==> config.mk <==
export PLATFORM = sky130hd
export DESIGN_NAME = ahb_manager_lite_flat
export DESIGN_NICKNAME = d
export VERILOG_FILES = /design/src/rtl/ahb_manager_lite_if.sv /design/src/rtl/ahb_manager_lite.sv /design/src/flat_wrapper.sv
export SDC_FILE = /design/constraint.sdc
export NUM_CORES = 1
export LEC_CHECK = 0
export BUFFER_PORTS_ARGS = -buffer_cell sky130_fd_sc_hd__buf_4
export CORE_UTILIZATION = 45
export CTS_BUF_LIST = sky130_fd_sc_hd__clkbuf_4 sky130_fd_sc_hd__clkbuf_8 sky130_fd_sc_hd__clkbuf_16
export DETAILED_ROUTE_END_ITERATION = 8
export GPL_TIMING_DRIVEN = 0
export PLACE_DENSITY = 0.73
export SLEW_MARGIN = 20
export SYNTH_ARGS = -nofsm -noshare
export SYNTH_HDL_FRONTEND = slang
export SYNTH_SLANG_ARGS = --single-unit
export TNS_END_PERCENT = 5
==> constraint.sdc <==
create_clock -name clk -period 1.9 [get_ports clk]
set_input_delay 0 -clock clk [delete_from_list [all_inputs] [get_ports clk]]
set_output_delay 0 -clock clk [all_outputs]
set_load 0.01 [all_outputs]
==> src/rtl/ahb_manager_lite_if.sv <==
`default_nettype none
// ============================================================================
// Module      : ahb_manager_lite_if
// Description : Command/response port and AHB-Lite bus bundle for ahb_manager_lite
// Revision    : 1.0 - initial release
// ============================================================================
interface ahb_manager_lite_if #(
    parameter int ADDR_WIDTH = 4,
    parameter int DATA_WIDTH = 32
);
    logic                  cmd_valid;
    logic                  cmd_ready;
    logic                  cmd_write;
    logic [ADDR_WIDTH-1:0] cmd_addr;
    logic [1:0]            cmd_size;
    logic [DATA_WIDTH-1:0] cmd_wdata;
    logic                  rsp_valid;
    logic [DATA_WIDTH-1:0] rsp_rdata;
    logic                  rsp_error;
    logic                  rsp_timeout;
    logic                  hsel;
    logic [ADDR_WIDTH-1:0] haddr;
    logic [1:0]            hsize;
    logic [1:0]            htrans;
    logic                  hwrite;
    logic [DATA_WIDTH-1:0] hwdata;
    logic [DATA_WIDTH-1:0] hrdata;
    logic                  hresp;
    logic                  hready;

    modport master (
        input  cmd_valid, cmd_write, cmd_addr, cmd_size, cmd_wdata,
        input  hrdata, hresp, hready,
        output cmd_ready, rsp_valid, rsp_rdata, rsp_error, rsp_timeout,
        output hsel, haddr, hsize, htrans, hwrite, hwdata
    );

    modport slave (
        output cmd_valid, cmd_write, cmd_addr, cmd_size, cmd_wdata,
        output hrdata, hresp, hready,
        input  cmd_ready, rsp_valid, rsp_rdata, rsp_error, rsp_timeout,
        input  hsel, haddr, hsize, htrans, hwrite, hwdata
    );
endinterface
`default_nettype wire

==> src/rtl/ahb_manager_lite.sv <==
`default_nettype none
// ============================================================================
// Module      : ahb_manager_lite
// Description : Single-outstanding AHB-Lite manager, one NONSEQ per command
// Revision    : 1.0 - initial release
// ============================================================================
module ahb_manager_lite #(
    parameter int ADDR_WIDTH = 4,
    parameter int DATA_WIDTH = 32,
    parameter int TIMEOUT    = 16
) (
    input  wire logic           clk,
    input  wire logic           n_rst,
    ahb_manager_lite_if.master  bus
);

    localparam int                 c_CNT_W       = (TIMEOUT == 0) ? 1 : $clog2(TIMEOUT + 1);
    localparam logic [c_CNT_W-1:0] c_CNT_MAX     = '1;
    localparam logic [c_CNT_W-1:0] c_TIMEOUT_CNT = c_CNT_W'(TIMEOUT);
    localparam logic               c_TIMEOUT_EN  = (TIMEOUT != 0);
    localparam logic [1:0]         c_HTRANS_IDLE = 2'b00;
    localparam logic [1:0]         c_HTRANS_NSEQ = 2'b10;

    typedef enum logic [1:0] {
        S_IDLE = 2'd0,
        S_ADDR = 2'd1,
        S_DATA = 2'd2,
        S_ERR  = 2'd3
    } state_t;

    state_t                r_state;
    logic                  r_cmd_ready;
    logic                  r_write;
    logic [DATA_WIDTH-1:0] r_wdata;
    logic [c_CNT_W-1:0]    r_cnt;
    logic                  r_hsel;
    logic [ADDR_WIDTH-1:0] r_haddr;
    logic [1:0]            r_hsize;
    logic [1:0]            r_htrans;
    logic                  r_hwrite;
    logic [DATA_WIDTH-1:0] r_hwdata;
    logic                  r_rsp_valid;
    logic [DATA_WIDTH-1:0] r_rsp_rdata;
    logic                  r_rsp_error;
    logic                  r_rsp_timeout;

    logic [c_CNT_W-1:0]    w_cnt_inc;
    logic                  w_timeout;

    // Saturating increment so a huge stall can never wrap back under the limit
    assign w_cnt_inc = (r_cnt == c_CNT_MAX) ? r_cnt : r_cnt + 1'b1;
    assign w_timeout = c_TIMEOUT_EN && (w_cnt_inc == c_TIMEOUT_CNT);

    always_ff @(posedge clk or negedge n_rst) begin
        if (!n_rst) begin
            r_state       <= S_IDLE;
            r_cmd_ready   <= 1'b0;
            r_write       <= 1'b0;
            r_wdata       <= '0;
            r_cnt         <= '0;
            r_hsel        <= 1'b0;
            r_haddr       <= '0;
            r_hsize       <= 2'b00;
            r_htrans      <= c_HTRANS_IDLE;
            r_hwrite      <= 1'b0;
            r_hwdata      <= '0;
            r_rsp_valid   <= 1'b0;
            r_rsp_rdata   <= '0;
            r_rsp_error   <= 1'b0;
            r_rsp_timeout <= 1'b0;
        end else begin
            r_rsp_valid   <= 1'b0;
            r_rsp_error   <= 1'b0;
            r_rsp_timeout <= 1'b0;

            case (r_state)
                S_IDLE: begin
                    if (r_cmd_ready && bus.cmd_valid) begin
                        r_cmd_ready <= 1'b0;
                        r_write     <= bus.cmd_write;
                        r_wdata     <= bus.cmd_wdata;
                        r_hsel      <= 1'b1;
                        r_htrans    <= c_HTRANS_NSEQ;
                        r_haddr     <= bus.cmd_addr;
                        r_hsize     <= bus.cmd_size;
                        r_hwrite    <= bus.cmd_write;
                        r_state     <= S_ADDR;
                    end else begin
                        r_cmd_ready <= 1'b1;
                    end
                end

                S_ADDR: begin
                    if (bus.hready) begin
                        r_hsel   <= 1'b0;
                        r_htrans <= c_HTRANS_IDLE;
                        r_haddr  <= '0;
                        r_hsize  <= 2'b00;
                        r_hwrite <= 1'b0;
                        r_hwdata <= r_wdata;
                        r_cnt    <= '0;
                        r_state  <= S_DATA;
                    end
                end

                S_DATA: begin
                    if (bus.hresp) begin
                        if (bus.hready) begin
                            r_rsp_valid <= 1'b1;
                            r_rsp_error <= 1'b1;
                            r_cmd_ready <= 1'b1;
                            r_hwdata    <= '0;
                            r_state     <= S_IDLE;
                        end else begin
                            r_state <= S_ERR;
                        end
                    end else if (bus.hready) begin
                        r_rsp_valid <= 1'b1;
                        r_cmd_ready <= 1'b1;
                        r_hwdata    <= '0;
                        if (!r_write) begin
                            r_rsp_rdata <= bus.hrdata;
                        end
                        r_state <= S_IDLE;
                    end else begin
                        r_cnt <= w_cnt_inc;
                        // Subordinate never answered: abandon the bus, report as error
                        if (w_timeout) begin
                            r_rsp_valid   <= 1'b1;
                            r_rsp_error   <= 1'b1;
                            r_rsp_timeout <= 1'b1;
                            r_cmd_ready   <= 1'b1;
                            r_hwdata      <= '0;
                            r_state       <= S_IDLE;
                        end
                    end
                end

                S_ERR: begin
                    if (bus.hready) begin
                        r_rsp_valid <= 1'b1;
                        r_rsp_error <= 1'b1;
                        r_cmd_ready <= 1'b1;
                        r_hwdata    <= '0;
                        r_state     <= S_IDLE;
                    end
                end

                default: begin
                    r_state <= S_IDLE;
                end
            endcase
        end
    end

    assign bus.cmd_ready   = r_cmd_ready;
    assign bus.rsp_valid   = r_rsp_valid;
    assign bus.rsp_rdata   = r_rsp_rdata;
    assign bus.rsp_error   = r_rsp_error;
    assign bus.rsp_timeout = r_rsp_timeout;
    assign bus.hsel        = r_hsel;
    assign bus.haddr       = r_haddr;
    assign bus.hsize       = r_hsize;
    assign bus.htrans      = r_htrans;
    assign bus.hwrite      = r_hwrite;
    assign bus.hwdata      = r_hwdata;

endmodule
`default_nettype wire

==> src/flat_wrapper.sv <==
// flat-port wrapper written by rule: the top's interface ports become plain ports
module ahb_manager_lite_flat 
#(
    parameter int ADDR_WIDTH = 4,
    parameter int DATA_WIDTH = 32,
    parameter int TIMEOUT    = 16
)
  (clk, n_rst, bus_cmd_valid, bus_cmd_write, bus_cmd_addr, bus_cmd_size, bus_cmd_wdata, bus_hrdata, bus_hresp, bus_hready, bus_cmd_ready, bus_rsp_valid, bus_rsp_rdata, bus_rsp_error, bus_rsp_timeout, bus_hsel, bus_haddr, bus_hsize, bus_htrans, bus_hwrite, bus_hwdata);
  ahb_manager_lite_if #(.ADDR_WIDTH(ADDR_WIDTH), .DATA_WIDTH(DATA_WIDTH)) bus_i ();
  input  wire logic clk;
  input  wire logic n_rst;
  input wire logic [$bits(bus_i.cmd_valid)-1:0] bus_cmd_valid;
  input wire logic [$bits(bus_i.cmd_write)-1:0] bus_cmd_write;
  input wire logic [$bits(bus_i.cmd_addr)-1:0] bus_cmd_addr;
  input wire logic [$bits(bus_i.cmd_size)-1:0] bus_cmd_size;
  input wire logic [$bits(bus_i.cmd_wdata)-1:0] bus_cmd_wdata;
  input wire logic [$bits(bus_i.hrdata)-1:0] bus_hrdata;
  input wire logic [$bits(bus_i.hresp)-1:0] bus_hresp;
  input wire logic [$bits(bus_i.hready)-1:0] bus_hready;
  output wire logic [$bits(bus_i.cmd_ready)-1:0] bus_cmd_ready;
  output wire logic [$bits(bus_i.rsp_valid)-1:0] bus_rsp_valid;
  output wire logic [$bits(bus_i.rsp_rdata)-1:0] bus_rsp_rdata;
  output wire logic [$bits(bus_i.rsp_error)-1:0] bus_rsp_error;
  output wire logic [$bits(bus_i.rsp_timeout)-1:0] bus_rsp_timeout;
  output wire logic [$bits(bus_i.hsel)-1:0] bus_hsel;
  output wire logic [$bits(bus_i.haddr)-1:0] bus_haddr;
  output wire logic [$bits(bus_i.hsize)-1:0] bus_hsize;
  output wire logic [$bits(bus_i.htrans)-1:0] bus_htrans;
  output wire logic [$bits(bus_i.hwrite)-1:0] bus_hwrite;
  output wire logic [$bits(bus_i.hwdata)-1:0] bus_hwdata;
  assign bus_i.cmd_valid = bus_cmd_valid;
  assign bus_i.cmd_write = bus_cmd_write;
  assign bus_i.cmd_addr = bus_cmd_addr;
  assign bus_i.cmd_size = bus_cmd_size;
  assign bus_i.cmd_wdata = bus_cmd_wdata;
  assign bus_i.hrdata = bus_hrdata;
  assign bus_i.hresp = bus_hresp;
  assign bus_i.hready = bus_hready;
  assign bus_cmd_ready = bus_i.cmd_ready;
  assign bus_rsp_valid = bus_i.rsp_valid;
  assign bus_rsp_rdata = bus_i.rsp_rdata;
  assign bus_rsp_error = bus_i.rsp_error;
  assign bus_rsp_timeout = bus_i.rsp_timeout;
  assign bus_hsel = bus_i.hsel;
  assign bus_haddr = bus_i.haddr;
  assign bus_hsize = bus_i.hsize;
  assign bus_htrans = bus_i.htrans;
  assign bus_hwrite = bus_i.hwrite;
  assign bus_hwdata = bus_i.hwdata;
  ahb_manager_lite #(.ADDR_WIDTH(ADDR_WIDTH), .DATA_WIDTH(DATA_WIDTH), .TIMEOUT(TIMEOUT)) u_core (.clk(clk), .n_rst(n_rst), .bus(bus_i));
endmodule
Yosys cells after proc, flatten, opt, wreduce, memory -nomap -nowiden

Index checks and enable logic that the tools add are counted.

Register bits: 118
Input bits: 76

Add/subtract/negate cells: 1
Equality and inequality tests: 11
Muxes and demuxes: 47
Bitwise operators: 2
Reductions and logical operators: 13

Operators with widths:

| cell                                                                    | number |
|---|---|
| 32-bit 2-to-1 mux                                                       | 5 |
| 32-bit case mux with 3 select lines                                     | 1 |
| 5-bit 2-to-1 mux                                                        | 4 |
| 2-bit 2-to-1 mux                                                        | 9 |
| 1-bit 2-to-1 mux                                                        | 16 |
| 4-bit AND reduction                                                     | 3 |
| 5-bit == test, second input constant                                    | 2 |
| 5-bit case mux with 2 select lines                                      | 1 |
| 4-bit 2-to-1 mux                                                        | 2 |
| 2-bit inequality test, second input constant                            | 4 |
| 1-bit case mux with 2 select lines                                      | 4 |
| 2-bit case mux with 2 select lines                                      | 2 |
| 2-bit case mux with 4 select lines                                      | 1 |
| 4-bit case mux with 2 select lines                                      | 1 |
| 3-bit AND reduction                                                     | 2 |
| 3-bit nonzero test                                                      | 2 |
| 5-bit by 1-bit adder with 5-bit output, second input constant           | 1 |
| 2-bit == test, second input constant                                    | 2 |
| 4-bit by 3-bit inequality test with 1-bit output, second input constant | 1 |
| 2-bit AND reduction                                                     | 2 |
| 2-bit nonzero test                                                      | 2 |
| 1-bit case mux with 3 select lines                                      | 1 |
| 2-bit by 1-bit == test with 1-bit output, second input constant         | 1 |
| 2-bit zero test                                                         | 1 |
| other kinds (3)                                                         | 4 |

Depth between registers and ports, before layout

Gate-level depths: netlist (run 1).

Depth after elaboration: 7
Gate-level depth with buffers: 7

Worst setup path after synthesis (run 1)

Ideal clock, no wire load.

Path kind: reg-to-reg
Start: register u_core.r_cnt[0]
End: register u_core.r_hwdata[13], in the netlist u_core.bus.hwdata[13]
Data arrival time: 1.739 ns
Path slack: 0.040 ns
Stages on the path, launching flop included: 8
Buffers on the path: 1
Clock period less this slack: 1.860 ns
Cells stage by stage: dfrtp_1 ha_1 a21boi_2 a21oi_1 o311ai_4 nand3_4 buf_6 a22o_1

Longest elaborated chain between the ends: 5
Elaborated cells between the ends (all ways): 6

Ends and longest elaborated chain:

| element                                                                        | line                    | text |
|---|---|---|
| start, declared                                                                | ahb_manager_lite.sv:35  | `logic [c_CNT_W-1:0] r_cnt;` |
| start signal, assigned                                                         | ahb_manager_lite.sv:126 | `r_cnt <= w_cnt_inc;` |
| 5-bit by 1-bit adder with 5-bit output / 5-bit == test (equally long branches) | ahb_manager_lite.sv:51  | `assign w_cnt_inc = (r_cnt == c_CNT_MAX) ? r_cnt : r_cnt + 1'b1;` |
| 5-bit 2-to-1 mux *                                                             | ahb_manager_lite.sv:51  |  |
| 5-bit == test *                                                                | ahb_manager_lite.sv:52  | `assign w_timeout = c_TIMEOUT_EN && (w_cnt_inc == c_TIMEOUT_CNT);` |
| 4-bit by 3-bit inequality test with 1-bit output (no line) *                   | --                      |  |
| 3-bit AND reduction (no line) *                                                | --                      |  |
| end signal, assigned                                                           | ahb_manager_lite.sv:100 | `r_hwdata <= r_wdata;` |
| end, declared                                                                  | ahb_manager_lite.sv:41  | `logic [DATA_WIDTH-1:0] r_hwdata;` |

Every way passes the cells marked *; elsewhere a longest branch is shown, timed or not.
A chain may end at the register's enable or synchronous reset.

Worst setup path after layout (run 1)

Start: register u_core.r_state[1]
End: register u_core.r_rsp_rdata[2], in the netlist u_core.bus.rsp_rdata[2]

Longest elaborated chain between the ends: 2

Ends and longest elaborated chain:

| element                       | line                    | text |
|---|---|---|
| start, declared               | ahb_manager_lite.sv:31  | `state_t r_state;` |
| start signal, assigned        | ahb_manager_lite.sv:56  | `r_state <= S_IDLE;` |
| start signal, assigned        | ahb_manager_lite.sv:87  | `r_state <= S_ADDR;` |
| start signal, assigned        | ahb_manager_lite.sv:102 | `r_state <= S_DATA;` |
| 2-bit == test                 | ahb_manager_lite.sv:76  | `case (r_state)` |
| 4-bit AND reduction (no line) | --                      |  |
| end signal, assigned          | ahb_manager_lite.sv:122 | `r_rsp_rdata <= bus.hrdata;` |
| end, declared                 | ahb_manager_lite.sv:43  | `logic [DATA_WIDTH-1:0] r_rsp_rdata;` |

Every way passes these cells.

==> flow_summary.json, run 1 <==
{
  "leakagePower_nw": 3.50,
  "dpl.hpwl_um": 7170,
  "die_height_um": 102,
  "final_common_cell": "buf_4",
  "final.setup.tns_ns": 0,
  "overflow": 0,
  "cts_buffers": 17,
  "drtPass1Iterations": 6,
  "async_reset_ff_frac": 1.00,
  "synth_cell_types": 43,
  "period_share": 0.964,
  "skew_ns": 0.00718,
  "antenna_found_initial": 0,
  "n_antenna_cell": 0,
  "stdcell_count": 694,
  "dieArea_um2": 10400,
  "clock_latency_ns": 0.51,
  "fmax_mhz": 546,
  "hold_viol_final": 0,
  "wl_um": 12000,
  "clockRootBuffer": "clkbuf_8",
  "grt_usage": 0.236,
  "avgRoutedWirePerCell_um": 17.3,
  "yosys_warnings": 0,
  "cts_sinks": 116,
  "synthCells": 295,
  "finalSetupViolations": 0,
  "start_kind": "flop",
  "cp-end-kind": "flop",
  "syn_area_per_cell_um2": 15.3,
  "drv_cap": 0,
  "drt_iter0_drc": 85,
  "start_util": 0.464,
  "max-vdd-ir-drop_uv": 811,
  "total_power_w": 0.0115,
  "place_ws_ns": -0.198,
  "synthToLayoutAreaGrowth_pct": 61.5,
  "setup_ws_ns": 0.0680,
  "final_cell_mix": "161 x buf_4, 114 x dfrtp_1, 74 x dlygate4sd3_1, 39 x a22o_1, 37 x mux2_1",
  "die_x_um": 102,
  "critPathMaxFanout": 10,
  "ys_ff_latch": 116,
  "yosysSeqAreaShare": 0.643,
  "max-slew-margin-rel": 0.398,
  "worst_ep_arrival_time_ns": 2.21,
  "fin_crit_ns": 1.83,
  "dp_cells": 580,
  "rows": 36,
  "cts_tree": "done",
  "vias": 3456,
  "worstMarginPinSlew_ns": 0.904,
  "grt_max_degree": 117,
  "io_buffers": 152,
  "synth_edf_count": 0,
  "ios": 154,
  "power_density_nw_per_um2": 1570,
  "core-area_um2": 9730,
  "status": "finished clean",
  "crit_type": "reg2reg",
  "drive_gt1_frac": 0.446,
  "holdWs_ns": 0.135,
  "rsz0062_at_grt": "true",
  "synthFlopType": "dfrtp_1",
  "cp.required_ns": 2.28,
  "syn_nets": 372,
  "cts.path.max_buffers": 2,
  "cts_max_level": 4,
  "grt_pass1_vias": 3642,
  "final_antenna_net_count": 0,
  "routed_via_density": 4.98,
  "maxSlewViolCount": 0,
  "worstHoldPathType": "in2reg",
  "n_fill_cell": 629,
  "num-nets-final": 625,
  "drc_errors": 0,
  "grt_pass1_wl_um": 18300,
  "synth_area_um2": 4520,
  "clk_pin_slew_ns": 0.06,
  "gp_congestion": 0.756
}
per-stage QoR:
stage | utilization | area, µm²
after floorplan | - | 4520
after global placement | 0.599 | 5820
after detailed placement | 0.599 | 5830
after CTS | 0.741 | 7210
after global routing | 0.750 | 7290
final | 0.750 | 7290
power breakdown:
group          internal (W)  switching [W]  leakage, nW  total (W)
Combinational       0.00222        0.00175         1.76    0.00396
Sequential          0.00358       0.000659         1.45    0.00424
Clock               0.00209        0.00117        0.292    0.00326
Total               0.00788        0.00358         3.50     0.0115
critical path: stages, from the launching register on:
cell      delay [ns]
dfrtp_1         0.33
clkbuf_4        0.20
nand2_1         0.14
nor4_4          0.29
buf_4           0.19
buf_4           0.20
mux2_1          0.36
repair_timing:
| action | in CTS | in global routing |
|---|---|---|
| resized for setup | 5 | 9 |
| hold buffers | 74 | 0 |
| hold endpoints to repair | 199 | 0 |
| pin swaps | 0 | 2 |
| endpoints found under the setup margin | 71 | 90 |
| gates cloned | 0 | 0 |
| buffers inserted | 1 | 7 |
final timing paths:
check                                                      from                              endpoint  slack, ns  depth (start not counted)
min reg2reg                u_core.bus.rsp_rdata[15]$_DFFE_PN0P_  u_core.bus.rsp_rdata[15]$_DFFE_PN0P_       0.49                          1
max in group asynchronous                                 n_rst           u_core.r_cnt[1]$_DFFE_PN0P_       1.02                          2
min in group asynchronous                                 n_rst  u_core.bus.rsp_rdata[23]$_DFFE_PN0P_       0.20                          2
max                               u_core.r_state[1]$_DFFE_PN0P_   u_core.bus.rsp_rdata[2]$_DFFE_PN0P_       0.07                          6
max reg2reg                       u_core.r_state[1]$_DFFE_PN0P_   u_core.bus.rsp_rdata[2]$_DFFE_PN0P_       0.07                          6
min                                               bus_cmd_valid        u_core.r_wdata[24]$_DFFE_PN0P_       0.13                          5
routing by layer:
| layer | track usage | vias up | wire [µm] |
|---|---|---|---|
| li1 | - | 1598 | - |
| met1 | 0.279 | 1707 | 4960 |
| met2 | 0.400 | 137 | 5930 |
| met3 | 0.0821 | 14 | 949 |
| met4 | 0.0879 | 0 | 158 |
| met5 | 0 | - | 0 |
registers in the layout, summed over array words and instances (netlist names):
register                flops
u_core.bus.haddr            4
u_core.bus.rsp_timeout      1
u_core.r_cnt                5
u_core.bus.rsp_error        1
u_core.bus.rsp_valid        1
u_core.bus.cmd_ready        1
u_core.bus.hwdata          32
u_core.bus.htrans           1
u_core.r_state              2
u_core.r_write              1
u_core.bus.hwrite           1
u_core.bus.hsize            2
u_core.bus.rsp_rdata       32
u_core.r_wdata             32
logic make-up (layout without fill, tap and decap cells):
logic type,Yosys count,count (layout),share of synthesized area
AO/OA/AOI/OAI,56,56,0.104
adder cells (fa/ha/maj),1,1,0.00277
buffers and inverters,19,285,0.0249
AND/OR/NAND/NOR,35,35,0.0568
flip-flops,116,116,0.643
multiplexers,67,67,0.167
other,1,1,0.000830
cell type report:
type / count / area [µm²] / share of cell area
Tap cell: 133 / 166 / 0.0228
Clock inverter: 13 / 170 / 0.0233
Inverter: 1 / 3.75 / 0.000515
Sequential cell: 116 / 2910 / 0.398
Multi-Input combinational cell: 160 / 1520 / 0.208
Timing Repair Buffer: 234 / 1960 / 0.269
Buffer: 18 / 126 / 0.0173
Clock buffer: 19 / 442 / 0.0606
cells in the mapped netlist (all sizes together) (3+ instances only):
library cell | n | share of area
mux2 | 65 | 0.16
nor2 | 7 | 0.0058
nand3 | 4 | 0.0072
o21ai | 4 | 0.0044
dfrtp | 116 | 0.64
nand4 | 4 | 0.010
nand2 | 7 | 0.0064
clkbuf | 3 | 0.0025
nor3 | 5 | 0.0091
a22o | 39 | 0.076
buf | 15 | 0.022
a21oi | 5 | 0.0055
Note: power is estimated with default switching activity, not from simulation.
==> run 2, diff against run 1 <==
BUFFER_PORTS_ARGS = -buffer_cell sky130_fd_sc_hd__buf_2   (was -buffer_cell sky130_fd_sc_hd__buf_4)
==> run 2 against run 1 <==
  * Sequential share of layout area grew 2.3 points
  * Sequential cell count is the same
  * Cell count shrank 0.58%
  * Setup slack lost 0.0026 ns
  * Critical endpoint is now u_core.bus.hwdata[14]$_DFFE_PN0P_
  * Sequential power shrank 1%
==> flow_summary.json, run 2 (synthesis gave the netlist of run 1 again) <==
{
  "clockRootBuffer": "clkbuf_8",
  "clk_pin_slew_ns": 0.06,
  "cts_max_level": 4,
  "cp-end-kind": "flop",
  "path_buf_inv": 1,
  "io_buffers": 152,
  "maxSlewViolCount": 0,
  "grt_pass1_wl_um": 18200,
  "grt_pass1_vias": 3614,
  "die_height_um": 102,
  "overflow": 0,
  "num-nets-final": 621,
  "leakagePower_nw": 3.40,
  "dpl.hpwl_um": 7130,
  "timing.rr.start": "u_core.r_cnt[0]$_DFFE_PN0P_",
  "crit_start": "u_core.r_cnt[0]$_DFFE_PN0P_",
  "cts_buffers": 17,
  "max-vdd-ir-drop_uv": 934,
  "rows": 36,
  "n_antenna_cell": 0,
  "cts_tree": "done",
  "antenna_found_initial": 0,
  "grt_max_degree": 64,
  "routed_via_density": 4.99,
  "max-slew-margin-rel": 0.659,
  "synthToLayoutAreaGrowth_pct": 52.7,
  "cts_sinks": 116,
  "critPathMaxFanout": 10,
  "holdWs_ns": 0.0393,
  "n_fill_cell": 680,
  "cts.path.max_buffers": 2,
  "hold_viol_final": 0,
  "worstHoldPathType": "in2async",
  "period_share": 0.966,
  "wl_um": 11700,
  "drc_errors": 0,
  "status": "finished clean",
  "final_cell_mix": "157 x buf_2, 114 x dfrtp_1, 74 x dlygate4sd3_1, 39 x a22o_1, 37 x mux2_1",
  "worstMarginPinSlew_ns": 0.509,
  "fin_crit_ns": 1.83,
  "fmax_mhz": 545,
  "core-area_um2": 9730,
  "die_x_um": 102,
  "start_util": 0.464,
  "grt_usage": 0.235,
  "worst_ep_arrival_time_ns": 2.21,
  "skew_ns": 0.00672,
  "gp_congestion": 0.751,
  "final_antenna_net_count": 0,
  "dieArea_um2": 10400,
  "final_common_cell": "buf_2",
  "power_density_nw_per_um2": 1600,
  "rsz0062_at_grt": "false",
  "drt_iter0_drc": 71,
  "cp.required_ns": 2.28,
  "finalSetupViolations": 0,
  "start_kind": "flop",
  "crit_type": "reg2reg",
  "critical_path.cell_chain": "ha_4, a21boi_2, a21oi_1, o311ai_4, nand3_4, buf_6, a22o_1",
  "cp_slowest_cell": "dfrtp_2",
  "total_power_w": 0.0110,
  "vias": 3444,
  "drtPass1Iterations": 5,
  "slowest_delay_ns": 0.38,
  "drv_cap": 0,
  "drive_gt1_frac": 0.442,
  "clock_latency_ns": 0.50,
  "ios": 154,
  "avgRoutedWirePerCell_um": 16.9,
  "critPathTopFamily": "compound AO/OA/AOI/OAI gates"
}
## run 2: cell types whose count changed in the layout (fill, tap and decap cells not counted), moves of 2 or more
cell,change
clkinvlp_4,-2
buf_4,-153
clkinv_2,+2
inv_6,-4
buf_2,+152
clkinv_4,+2
## run 2: metrics by stage
step / TNS [ns] / utilization / instance area, µm² / cells / setup WS, ns
final: 0 / 0.709 / 6900 / 690 / 0.0655
after global placement: -61.85 / 0.559 / 5440 / 580 / -0.484
after detailed placement: -10.24 / 0.563 / 5480 / 581 / -0.263
after floorplan: 0 / - / 4520 / 295 / 0.0400
after global routing: 0 / 0.709 / 6900 / 690 / 0.00124
after CTS: 0 / 0.707 / 6880 / 689 / 0.0246
## run 2: where the power goes
| part | switching [W] | internal (W) | leakage (nW) | total [W] |
|---|---|---|---|---|
| sequential | 0.000617 | 0.00358 | 1.45 | 0.00419 |
| combinational | 0.00173 | 0.00176 | 1.64 | 0.00349 |
| clock | 0.00112 | 0.00222 | 0.309 | 0.00333 |
## run 2: final cells by class
| cell class | instances | area [µm²] | share of cell area |
|---|---|---|---|
| sequential | 116 | 2910 | 0.421 |
| timing repair buffer | 230 | 1560 | 0.226 |
| multi-input combinational | 160 | 1520 | 0.220 |
| clock buffer | 20 | 449 | 0.0651 |
| clock inverter | 12 | 178 | 0.0258 |
| tap | 133 | 166 | 0.0241 |
| buffer | 18 | 116 | 0.0169 |
| inverter | 1 | 3.75 | 0.000544 |
## run 2: routing by layer
layer  up-vias  global-route usage  part of all wire
met1      1699               0.273              0.42
met3        19              0.0684             0.065
li1       1590                   -                 -
met2       136               0.412              0.50
met4         0              0.0912             0.017
met5         -                   0                 0
## run 2: worst paths after layout
path                                                             end  slack [ns]  depth (start not counted)
worst max-delay path               u_core.bus.hwdata[14]$_DFFE_PN0P_        0.07                          7
worst min-delay path            u_core.bus.rsp_rdata[21]$_DFFE_PN0P_        0.04                          2
worst max register to register     u_core.bus.hwdata[14]$_DFFE_PN0P_        0.07                          7
worst min register to register  u_core.bus.rsp_rdata[25]$_DFFE_PN0P_        0.48                          1
max in group asynchronous                u_core.r_cnt[0]$_DFFE_PN0P_        1.18                          3
min in group clk                      u_core.r_wdata[25]$_DFFE_PN0P_        0.09                          4
## run 2: worst reg2reg max path: stages (launching register included)
cell and delay (ns):
dfrtp_2 0.38, ha_4 0.17, a21boi_2 0.16, a21oi_1 0.12, o311ai_4 0.32, nand3_4 0.18
buf_6 0.18, a22o_1 0.20
## run 2: repair_timing
| action | in CTS | in global routing |
|---|---|---|
| hold buffers | 74 | 0 |
| endpoints found under the hold margin | 199 | 0 |
| pin swaps | 0 | 1 |
| setup buffers | 2 | 1 |
| endpoints found under the setup margin | 67 | 30 |
| resized for setup | 5 | 6 |
